===== src/rtl/j1_io_pkg.sv =====
// j1_io_pkg: shared constants and helpers for the j1 IO hub.
// Holds default address-bit positions, the status word layout and a clog2
// helper usable in parameter expressions.
package j1_io_pkg;

  // Default one-hot address bits on the j1 IO bus.
  localparam int DEF_UART_BIT   = 12;
  localparam int DEF_STATUS_BIT = 13;
  localparam int DEF_FLAG_BIT   = 14;
  localparam int DEF_CHAN_LSB   = 1;

  // Status word: each channel owns STRIDE bits starting at STRIDE*c.
  localparam int TX_READY_OFS = 0;
  localparam int RX_VALID_OFS = 1;
  localparam int STRIDE       = 2;

  // Ceiling log2; returns 0 for n <= 1 so a single channel needs no index bits.
  function automatic int clog2(input int n);
    int r;
    r = 0;
    for (int i = 0; i < 31; i++) begin
      if ((1 << i) < n) r = i + 1;
    end
    return r;
  endfunction

endpackage


===== src/rtl/io_rx_fifo.sv =====
// io_rx_fifo: byte receive FIFO for one j1 IO channel.
// Ports: clk/reset; push+din write side; pop+dout read side (dout is the
// registered head, valid when !empty); empty/full status; overflow_set pulses
// when a push is dropped because the FIFO is full and not popping.
module io_rx_fifo #(
  parameter int DEPTH = 8
) (
  input  logic       clk,
  input  logic       reset,
  input  logic       push,
  input  logic [7:0] din,
  input  logic       pop,
  output logic [7:0] dout,
  output logic       empty,
  output logic       full,
  output logic       overflow_set
);
  import j1_io_pkg::*;

  localparam int AW = clog2(DEPTH);
  localparam logic [AW:0] CNT_FULL = (AW + 1)'(DEPTH);

  logic [7:0]    mem_q [DEPTH];
  logic [AW-1:0] rd_ptr_q, rd_ptr_d;
  logic [AW-1:0] wr_ptr_q, wr_ptr_d;
  logic [AW:0]   cnt_q, cnt_d;
  logic          do_push, do_pop;

  assign empty = (cnt_q == '0);
  assign full  = (cnt_q == CNT_FULL);

  // A pop in the same cycle frees a slot, so a full FIFO still accepts the push.
  assign do_pop       = pop & ~empty;
  assign do_push      = push & (~full | do_pop);
  assign overflow_set = push & full & ~do_pop;

  assign dout = mem_q[rd_ptr_q];

  always_comb begin
    rd_ptr_d = rd_ptr_q;
    wr_ptr_d = wr_ptr_q;
    cnt_d    = cnt_q;
    // Pointers wrap naturally because DEPTH is a power of two.
    if (do_push) wr_ptr_d = wr_ptr_q + AW'(1);
    if (do_pop)  rd_ptr_d = rd_ptr_q + AW'(1);
    case ({do_push, do_pop})
      2'b10:   cnt_d = cnt_q + (AW + 1)'(1);
      2'b01:   cnt_d = cnt_q - (AW + 1)'(1);
      default: cnt_d = cnt_q;
    endcase
  end

  always_ff @(posedge clk or posedge reset) begin
    if (reset) begin
      rd_ptr_q <= '0;
      wr_ptr_q <= '0;
      cnt_q    <= '0;
    end else begin
      rd_ptr_q <= rd_ptr_d;
      wr_ptr_q <= wr_ptr_d;
      cnt_q    <= cnt_d;
    end
  end

  // Storage needs no reset: contents are only visible when count is non-zero.
  always_ff @(posedge clk) begin
    if (do_push) mem_q[wr_ptr_q] <= din;
  end

endmodule


===== src/rtl/j1_io_hub.sv =====
// j1_io_hub: j1 IO decode serving NCHAN byte channels.
// Ports: j1 side io_rd/io_wr/mem_addr/dout in, io_din out (read data one cycle
// after the strobe); per-channel rx_valid/rx_data push into RX FIFOs;
// per-channel tx_valid/tx_data/tx_ready one-entry TX holding registers.
module j1_io_hub
  import j1_io_pkg::*;
#(
  parameter int NCHAN      = 2,
  parameter int RXDEPTH    = 8,
  parameter int UART_BIT   = DEF_UART_BIT,
  parameter int STATUS_BIT = DEF_STATUS_BIT,
  parameter int FLAG_BIT   = DEF_FLAG_BIT,
  parameter int CHAN_LSB   = DEF_CHAN_LSB
) (
  input  logic                 clk,
  input  logic                 reset,
  input  logic                 io_rd,
  input  logic                 io_wr,
  input  logic [15:0]          mem_addr,
  input  logic [15:0]          dout,
  output logic [15:0]          io_din,
  input  logic [NCHAN-1:0]     rx_valid,
  input  logic [8*NCHAN-1:0]   rx_data,
  output logic [NCHAN-1:0]     tx_valid,
  output logic [8*NCHAN-1:0]   tx_data,
  input  logic [NCHAN-1:0]     tx_ready
);

  localparam int CW = clog2(NCHAN);
  // Mask extracts the channel index field; zero when NCHAN == 1.
  localparam logic [15:0] CHAN_MASK = 16'((1 << CW) - 1);

  // Registered copies of the j1 request.
  logic        io_rd_q, io_wr_q;
  logic [15:0] io_addr_q, io_addr_d;
  logic [15:0] dout_q;

  logic [NCHAN-1:0]      tx_valid_q, tx_valid_d;
  logic [NCHAN-1:0][7:0] tx_data_q, tx_data_d;
  logic [NCHAN-1:0]      ovf_q, ovf_d;

  logic [15:0]           chan_field;
  logic                  uart_hit, status_hit, flag_hit;
  logic [NCHAN-1:0]      chan_sel;
  logic [NCHAN-1:0]      rx_pop, rx_empty, rx_full, ovf_set, ovf_clr;
  logic [NCHAN-1:0][7:0] rx_head;
  logic [NCHAN-1:0]      tx_wr, tx_fire;
  logic [15:0]           uart_word, status_word, flag_word;

  // The address only loads on a strobe so io_din keeps showing the last
  // selected source between requests.
  always_comb begin
    io_addr_d = io_addr_q;
    if (io_rd | io_wr) io_addr_d = mem_addr;
  end

  always_ff @(posedge clk or posedge reset) begin
    if (reset) begin
      io_rd_q   <= 1'b0;
      io_wr_q   <= 1'b0;
      io_addr_q <= '0;
      dout_q    <= '0;
    end else begin
      io_rd_q   <= io_rd;
      io_wr_q   <= io_wr;
      io_addr_q <= io_addr_d;
      dout_q    <= dout;
    end
  end

  assign chan_field = (io_addr_q >> CHAN_LSB) & CHAN_MASK;
  assign uart_hit   = io_addr_q[UART_BIT];
  assign status_hit = io_addr_q[STATUS_BIT];
  assign flag_hit   = io_addr_q[FLAG_BIT];

  for (genvar c = 0; c < NCHAN; c++) begin : g_chan
    // Indices beyond NCHAN-1 match no channel, so such accesses are no-ops.
    assign chan_sel[c] = (chan_field == 16'(c));
    assign rx_pop[c]   = io_rd_q & uart_hit & chan_sel[c];
    assign tx_wr[c]    = io_wr_q & uart_hit & chan_sel[c];

    io_rx_fifo #(
      .DEPTH(RXDEPTH)
    ) u_rx_fifo (
      .clk         (clk),
      .reset       (reset),
      .push        (rx_valid[c]),
      .din         (rx_data[8*c +: 8]),
      .pop         (rx_pop[c]),
      .dout        (rx_head[c]),
      .empty       (rx_empty[c]),
      .full        (rx_full[c]),
      .overflow_set(ovf_set[c])
    );
  end

  assign tx_fire = tx_valid_q & tx_ready;
  assign ovf_clr = {NCHAN{io_wr_q & flag_hit}} & dout_q[NCHAN-1:0];
  // A new overflow in the same cycle as its clear must not be lost.
  assign ovf_d   = ovf_set | (ovf_q & ~ovf_clr);

  always_comb begin
    tx_valid_d = tx_valid_q;
    tx_data_d  = tx_data_q;
    for (int c = 0; c < NCHAN; c++) begin
      // Reload is allowed while the current byte is leaving this cycle.
      if (tx_wr[c] && (!tx_valid_q[c] || tx_fire[c])) begin
        tx_valid_d[c] = 1'b1;
        tx_data_d[c]  = dout_q[7:0];
      end else if (tx_fire[c]) begin
        tx_valid_d[c] = 1'b0;
      end
    end
  end

  always_ff @(posedge clk or posedge reset) begin
    if (reset) begin
      tx_valid_q <= '0;
      tx_data_q  <= '0;
      ovf_q      <= '0;
    end else begin
      tx_valid_q <= tx_valid_d;
      tx_data_q  <= tx_data_d;
      ovf_q      <= ovf_d;
    end
  end

  assign tx_valid = tx_valid_q;
  assign tx_data  = tx_data_q;

  always_comb begin
    uart_word   = '0;
    status_word = '0;
    flag_word   = '0;
    for (int c = 0; c < NCHAN; c++) begin
      if (chan_sel[c] && !rx_empty[c]) uart_word = uart_word | {8'd0, rx_head[c]};
      status_word[STRIDE*c + TX_READY_OFS] = ~tx_valid_q[c];
      status_word[STRIDE*c + RX_VALID_OFS] = ~rx_empty[c];
      flag_word[c] = ovf_q[c];
    end
  end

  // Sources OR together when several select bits are set in one address.
  assign io_din = (uart_hit   ? uart_word   : 16'd0)
                | (status_hit ? status_word : 16'd0)
                | (flag_hit   ? flag_word   : 16'd0);

  logic unused_bits;
  assign unused_bits = ^{dout_q, io_addr_q, rx_full};

endmodule


===== config.mk =====
export PLATFORM = sky130hd
export DESIGN_NAME = j1_io_hub
export DESIGN_NICKNAME = d
export VERILOG_FILES = /design/src/rtl/j1_io_pkg.sv /design/src/rtl/io_rx_fifo.sv /design/src/rtl/j1_io_hub.sv
export SDC_FILE = /design/constraint.sdc
export NUM_CORES = 1
export LEC_CHECK = 0
export ABC_AREA = 1
export BUFFER_PORTS_ARGS = -buffer_cell sky130_fd_sc_hd__buf_2
export CELL_PAD_IN_SITES_DETAIL_PLACEMENT = 1
export CELL_PAD_IN_SITES_GLOBAL_PLACEMENT = 1
export CORE_UTILIZATION = 40
export DETAILED_ROUTE_END_ITERATION = 12
export GPL_ROUTABILITY_DRIVEN = 0
export MAX_ROUTING_LAYER = met4
export PLACE_DENSITY = 0.73
export SETUP_SLACK_MARGIN = 0.1
export SLEW_MARGIN = 0
export SYNTH_ARGS = -nofsm -noshare
export SYNTH_HDL_FRONTEND = slang
export SYNTH_HIERARCHICAL = 1
export SYNTH_SLANG_ARGS = --single-unit

===== constraint.sdc =====
create_clock -name clk -period 4.53 [get_ports clk]
set_input_delay 0.453 -clock clk [delete_from_list [all_inputs] [get_ports clk]]
set_output_delay 0.453 -clock clk [all_outputs]
set_load 0.01 [all_outputs]

# Word level (Yosys, flattened, before mapping)
# Memory sizes are Yosys's and may differ from the RTL's.
# Cells that the tools add are included.
[totals]
reg_bits = 65
ramBits = 128
inputBits = 56
out_inout_bits = 34
wordCells = 97
n_memories = 2
[memory_table]
columns = ["name", "words", "word_bits", "rd", "rd_ports_with_merged_regs", "wr", "line", "source"]
rows = [
  ["g_chan[0].u_rx_fifo.mem_q", 8, 8, 1, 0, 1, "io_rx_fifo.sv:23", "logic [7:0] mem_q [DEPTH];"],
  ["g_chan[1].u_rx_fifo.mem_q", 8, 8, 1, 0, 1, "io_rx_fifo.sv:23", ""],
]
[classes]
add_sub_neg = 8
eq_ne = 6
n_mux = 15
bitwise_logic = 34
reduce_logical = 17
[ops]
columns = ["op", "n"]
rows = [
  ["16-bit two-way mux", 2],
  ["16-bit zero test", 1],
  ["16-bit by 2-bit OR with 16-bit output", 1],
  ["16-bit by 4-bit OR with 16-bit output", 1],
  ["4-bit case mux with 2 select lines", 2],
  ["1-bit bitwise AND", 15],
  ["3-bit by 1-bit adder with 3-bit output (second input constant)", 4],
  ["4-bit by 1-bit adder with 4-bit output (second input constant)", 2],
  ["4-bit == test (second input constant)", 2],
  ["4-bit zero test", 2],
  ["1-bit two-way mux", 8],
  ["8-bit two-way mux", 1],
  ["1-bit NOT", 8],
  ["8-bit OR", 1],
  ["2-bit nonzero test", 4],
  ["4-bit by 1-bit subtractor with 4-bit output (second input constant)", 2],
  ["2-bit bitwise AND", 3],
  ["2-bit by 1-bit == test with 1-bit output (second input constant)", 2],
  ["2-bit == test (second input constant)", 2],
  ["1-bit logical AND", 4],
  ["1-bit zero test", 4],
  ["4-bit two-way mux", 1],
  ["1-bit OR", 3],
  ["1-bit logical OR", 2],
  ["other kinds (3)", 3],
]

# Depth between registers and ports, before layout
[depth]
word_depth = 9
depth_mapped = 12
ltp_nobuf = 12

# Cells and area by module
# Netlist, hierarchy kept.
[by_module_without_submodules]
columns = ["module", "instances", "cells_per_inst", "area_each_um2", "seq_area_each_um2"]
rows = [
  ["io_rx_fifo", 2, 257, 3129.3, 2172.1],
  ["j1_io_hub", 1, 165, 1471.4, 850.8],
]

# Worst setup path before layout
# OpenSTA, ideal clock, no wires.
[synth_timing]
path_type = "register to register"
from = "register io_addr_q[1]"
to = "memory g_chan[0].u_rx_fifo.mem_q[1][0] (enable)"
setup_ps = 383
arrival_ps = 1858
required_ps = 4147
setup_slack_ps = 2289
path_stages_with_launch = 7
n_path_buf = 1
synth_period_minus_slack_ps = 2241
path_cell_list = "dfrtp_1 buf_2 nor3_1 nand2_4 nand2_4 nand2_4 nor3_1"
[synth_between]
elab_chain_cells = 7
[synth_lines]
columns = ["item", "line", "source"]
rows = [
  ["start: declaration", "j1_io_hub.sv:35", "logic [15:0] io_addr_q, io_addr_d;"],
  ["start signal: assignment", "j1_io_hub.sv:66", "io_addr_q <= io_addr_d;"],
  ["16-bit zero test", "j1_io_hub.sv:78", "assign chan_sel[c] = (chan_field == 16'(c));"],
  ["1-bit bitwise AND", "j1_io_hub.sv:79", "assign rx_pop[c] = io_rd_q & uart_hit & chan_sel[c];"],
  ["net rx_pop[0]", "j1_io_hub.sv:45", "logic [NCHAN-1:0] rx_pop, rx_empty, rx_full, ovf_set, ovf_clr;"],
  ["1-bit bitwise AND", "io_rx_fifo.sv:33", "assign do_pop = pop & ~empty;"],
  ["1-bit OR", "io_rx_fifo.sv:34", "assign do_push = push & (~full | do_pop);"],
  ["1-bit bitwise AND", "io_rx_fifo.sv:34", ""],
  ["1-bit two-way mux", "io_rx_fifo.sv:67", "if (do_push) mem_q[wr_ptr_q] <= din;"],
  ["1-bit two-way mux (not written as such)", "io_rx_fifo.sv:67", ""],
  ["end: declaration", "io_rx_fifo.sv:23", ""],
]
# The timed path passes the listed nets, and every way through them passes these cells.

==> impl_summary.txt <==
----------------------------------------------------
[STA]
  Minimum hold slack ... 0.0415 ns
  Endpoints failing hold ... 0
  Achievable Freq ... 317 MHz
  RSZ-0062 raised after global routing ... false
  Part of the cycle the worst path needs ... 0.696
  Final setup TNS ... 0 ns
  Max-slew violation total from the final report ... 0
  Worst Tran Pin Value ... 1.07 ns
  Final clock skew ... 0.0112 ns
  Headroom to the max-slew limit ... 0.287
  Fin crit period ... 3.15 ns
  Final setup violation count ... 0

[Status]
  Status ... completed

[Clock network]
  Latest clock arrival within the worst-skew pair ... 0.43 ns
  Post-CTS clock slew at the launch and capture registers of the worst setup and hold paths ... 0.07 ns
  Number of clock sinks ... 182
  CTS Buffer Depth ... 2
  Post_cts resized ... 0
  CTS Hold Buffers Added ... 0
  Inserted Clock Buffers ... 17
  CTS tree ... built
  Clock tree root driver cell ... sky130_fd_sc_hd__clkbuf_16
  Total setup buffers inserted after CTS ... 0
  H-tree levels ... 4

[Job]
  Max-capacitance violation count ... 0

[GRT]
  Global route total overflow ... 0
  Tot GR Track Use ... 0.202
  Global-route wire length before repair ... 29.4 mm
  Number of global-route vias before repair ... 5586
  Largest net degree at the start of global routing ... 35
  Antenna violations before repair ... 1

[Logic synthesis]
  Async S/R FF share, synth ... 0.297
  Main flop type after synthesis ... sky130_fd_sc_hd__edfxtp_1
  Unique cell type count in the Yosys netlist ... 32
  Share of the synthesized area in the top cell type ... 0.497
  Fraction of the mapped netlist area in simple logic gates ... 0.163
  Area fraction in compound gates after synthesis ... 0.0686
  Share of cell area taken by muxes after synthesis ... 0.0236
  Post-Synth Adder-Cell Area ... 0.0181
  Syn avg cell area ... 11.4 um^2
  Number of warnings reported in the yosys synthesis log ... 6
  Largest family of logic cells by synthesized area ... simple AND/OR/NAND/NOR gates
  Parity-gate share of the synthesized area counting xor and xnor cells ... 0.0113
  Synth cell count leaders ... sky130_fd_sc_hd__edfxtp_1, sky130_fd_sc_hd__nand2_1, sky130_fd_sc_hd__nor2_1
  Post-synthesis instance area ... 0.00773 mm^2
  Most area-consuming cells after synthesis ... sky130_fd_sc_hd__edfxtp_1, sky130_fd_sc_hd__dfrtp_1, sky130_fd_sc_hd__nand2_1, sky130_fd_sc_hd__nor2_1, sky130_fd_sc_hd__o21ai_0
  Count of flip-flops with a built-in enable after synthesis ... 128
  Mapped Cells ... 679
  Synth area leader ... sky130_fd_sc_hd__edfxtp_1
  Number of synthesized register bits ... 182
  Sequential share of the synthesized area ... 0.672

[Die]
  Floorplan Core Area ... 0.0188 mm^2
  Number of rows created at floorplan ... 50
  Floorplan die area ... 0.0199 mm^2
  Die extent in x ... 141 um
  IO Pins ... 90
  Starting utilization of the core area ... 0.410
  Vertical extent of the die ... 141 um

[Power and ir drop]
  Peak supply drop ... 0.000395 V
  Power per cell area ... 605 mW/mm^2
  Leak Pwr ... 3.64 nW

[Layout]
  Area Overhead vs Synth ... 13.9%
  Fraction of layout cells with a size suffix above 1 ... 0.163
  Fill cell count ... 2066
  Net count of the finished layout ... 813
  Core utilization of the finished layout ... 0.467

[Setup path]
  Critical Path Sink Type ... output port
  R2R setup slack ... 1.61 ns
  WP data arrival ... 2.70 ns
  R2R Path End ... g_chan[1].u_rx_fifo/mem_q[6][1]
  Critical path startpoint category ... flip-flop
  Setup CP Type ... flip-flop to output port
  Critical path fanouts, max ... 25
  Critical register-to-register path startpoint ... io_addr_q[1]
  Count of cells along the worst register-to-register path ... 6
  Required time at the endpoint of the critical path ... 4.08 ns

[Min path]
  Path type of the worst min-delay path ... input port to async pin

[Drt]
  Post-route antenna net violation count ... 0
  Remaining DRCs ... 0
  Total vias in the final route ... 5115
  Routed WL per cell ... 17.6 um
  Detailed Route Iter0 Violations ... 312
  Number of search-and-repair iterations in the first detailed-routing pass ... 6
  Per-cell via count in the routed design ... 5.01
  Final wirelength ... 17.9 mm

[Place]
  Detailed Place HPWL ... 12.3 mm
  Number of buffer cells added on primary ports ... 61

----------------------------------------------------
[flip-flops by register name (all words and copies together) (netlist names)]
signal and cells:
io_wr_q 1, tx_valid 2, g_chan.u_rx_fifo/rd_ptr_q 6, g_chan.u_rx_fifo/cnt_q 8
g_chan.u_rx_fifo/mem_q 128, dout_q 8, tx_data 16, io_addr_q 4
ovf_q 2, g_chan.u_rx_fifo/wr_ptr_q 6, io_rd_q 1
[logic make-up (layout without fill, tap and decap cells)]
logic type,Yosys count,after routing
and+or+nand+nor,289,289
adders and majority gates,10,10
AOI/OAI and AO/OA,100,100
muxes,18,18
xor gates and xnor gates,10,10
buffers and inverters,69,143
DFF,182,182
other,1,9
[layout by cell type, fill, tap and decap left out, types with 7 or more instances in the layout]
cell type / instances
sky130_fd_sc_hd__nand3_1: 44
sky130_fd_sc_hd__nor3_1: 9
sky130_fd_sc_hd__conb_1: 8
sky130_fd_sc_hd__o22ai_1: 16
sky130_fd_sc_hd__nand2_1: 128
sky130_fd_sc_hd__o21ai_0: 56
sky130_fd_sc_hd__mux2i_1: 16
sky130_fd_sc_hd__o21ai_1: 12
sky130_fd_sc_hd__buf_2: 61
sky130_fd_sc_hd__inv_1: 35
sky130_fd_sc_hd__edfxtp_1: 128
sky130_fd_sc_hd__nor2_1: 86
sky130_fd_sc_hd__a21oi_1: 12
sky130_fd_sc_hd__buf_4: 8
sky130_fd_sc_hd__dfrtp_1: 54
sky130_fd_sc_hd__nand2_4: 8
sky130_fd_sc_hd__ha_1: 8
sky130_fd_sc_hd__clkbuf_16: 17
sky130_fd_sc_hd__nand2_2: 7
sky130_fd_sc_hd__xor2_1: 8
[worst max-delay path: stages (launching register included)]
cell and delay, ns:
sky130_fd_sc_hd__dfrtp_1 0.83, sky130_fd_sc_hd__inv_2 0.41, sky130_fd_sc_hd__o21ai_0 0.26, sky130_fd_sc_hd__o21ai_0 0.12
sky130_fd_sc_hd__nand2_1 0.08, sky130_fd_sc_hd__nand2_1 0.11, sky130_fd_sc_hd__nand2_1 0.09, sky130_fd_sc_hd__nand2_1 0.08
sky130_fd_sc_hd__nand2_1 0.08, sky130_fd_sc_hd__nand2_1 0.06, sky130_fd_sc_hd__buf_2 0.14
[how the worst max path moves through the flow]
stage,from,endpoint,slack (ns),depth (start not counted)
6_report,g_chan[0].u_rx_fifo/rd_ptr_q[0],io_din[2],1.38,10
4_1_cts,g_chan[0].u_rx_fifo/rd_ptr_q[0],io_din[2],1.29,10
3_3_place_gp,io_addr_q[1],g_chan[1].u_rx_fifo/mem_q[3][4],1.66,6
5_1_grt,g_chan[0].u_rx_fifo/rd_ptr_q[1],io_din[2],1.11,9
2_1_floorplan,io_addr_q[1],g_chan[0].u_rx_fifo/mem_q[1][0],2.29,6
3_5_place_dp,io_addr_q[1],g_chan[1].u_rx_fifo/mem_q[6][5],1.60,6
[per-stage QoR]
stage	power, mW	setup WS [ns]	cells	area (um^2)
finish	5.32	1.38	1021	8800
global route	5.69	1.11	1021	8800
CTS	5.39	1.29	1020	8800
detailed placement	4.05	1.60	988	8280
global placement	3.92	1.66	988	8280
floorplan	3.51	2.29	686	7760
[layer usage]
metal	part of all wire	wire, um	vias to the layer above	track usage
li1	-	-	2459	-
met3	0.026	471	18	0.0408
met5	0	0	-	-
met2	0.51	9230	77	0.340
met1	0.44	7980	2561	0.247
met4	0.015	261	0	0.0606
[area by class of cell]
class	count	area [um^2]	area share
Inverter	42	158	0.0179
Multi-Input combinational cell	435	2240	0.254
Antenna cell	1	2.50	0.000284
Tap cell	260	325	0.0370
Sequential cell	182	5190	0.590
Clock inverter	11	77.6	0.00881
Timing Repair Buffer	69	365	0.0415
Clock buffer	21	440	0.0500
[power breakdown]
part / total (mW) / switching [mW] / internal, mW / leakage [nW]
clock network: 1.32 / 0.616 / 0.701 / 0.245
logic: 1.59 / 1.02 / 0.566 / 1.58
registers: 2.42 / 0.319 / 2.10 / 1.81
total: 5.32 / 1.95 / 3.37 / 3.64
No activity file was read; power rests on OpenSTA's default activity.
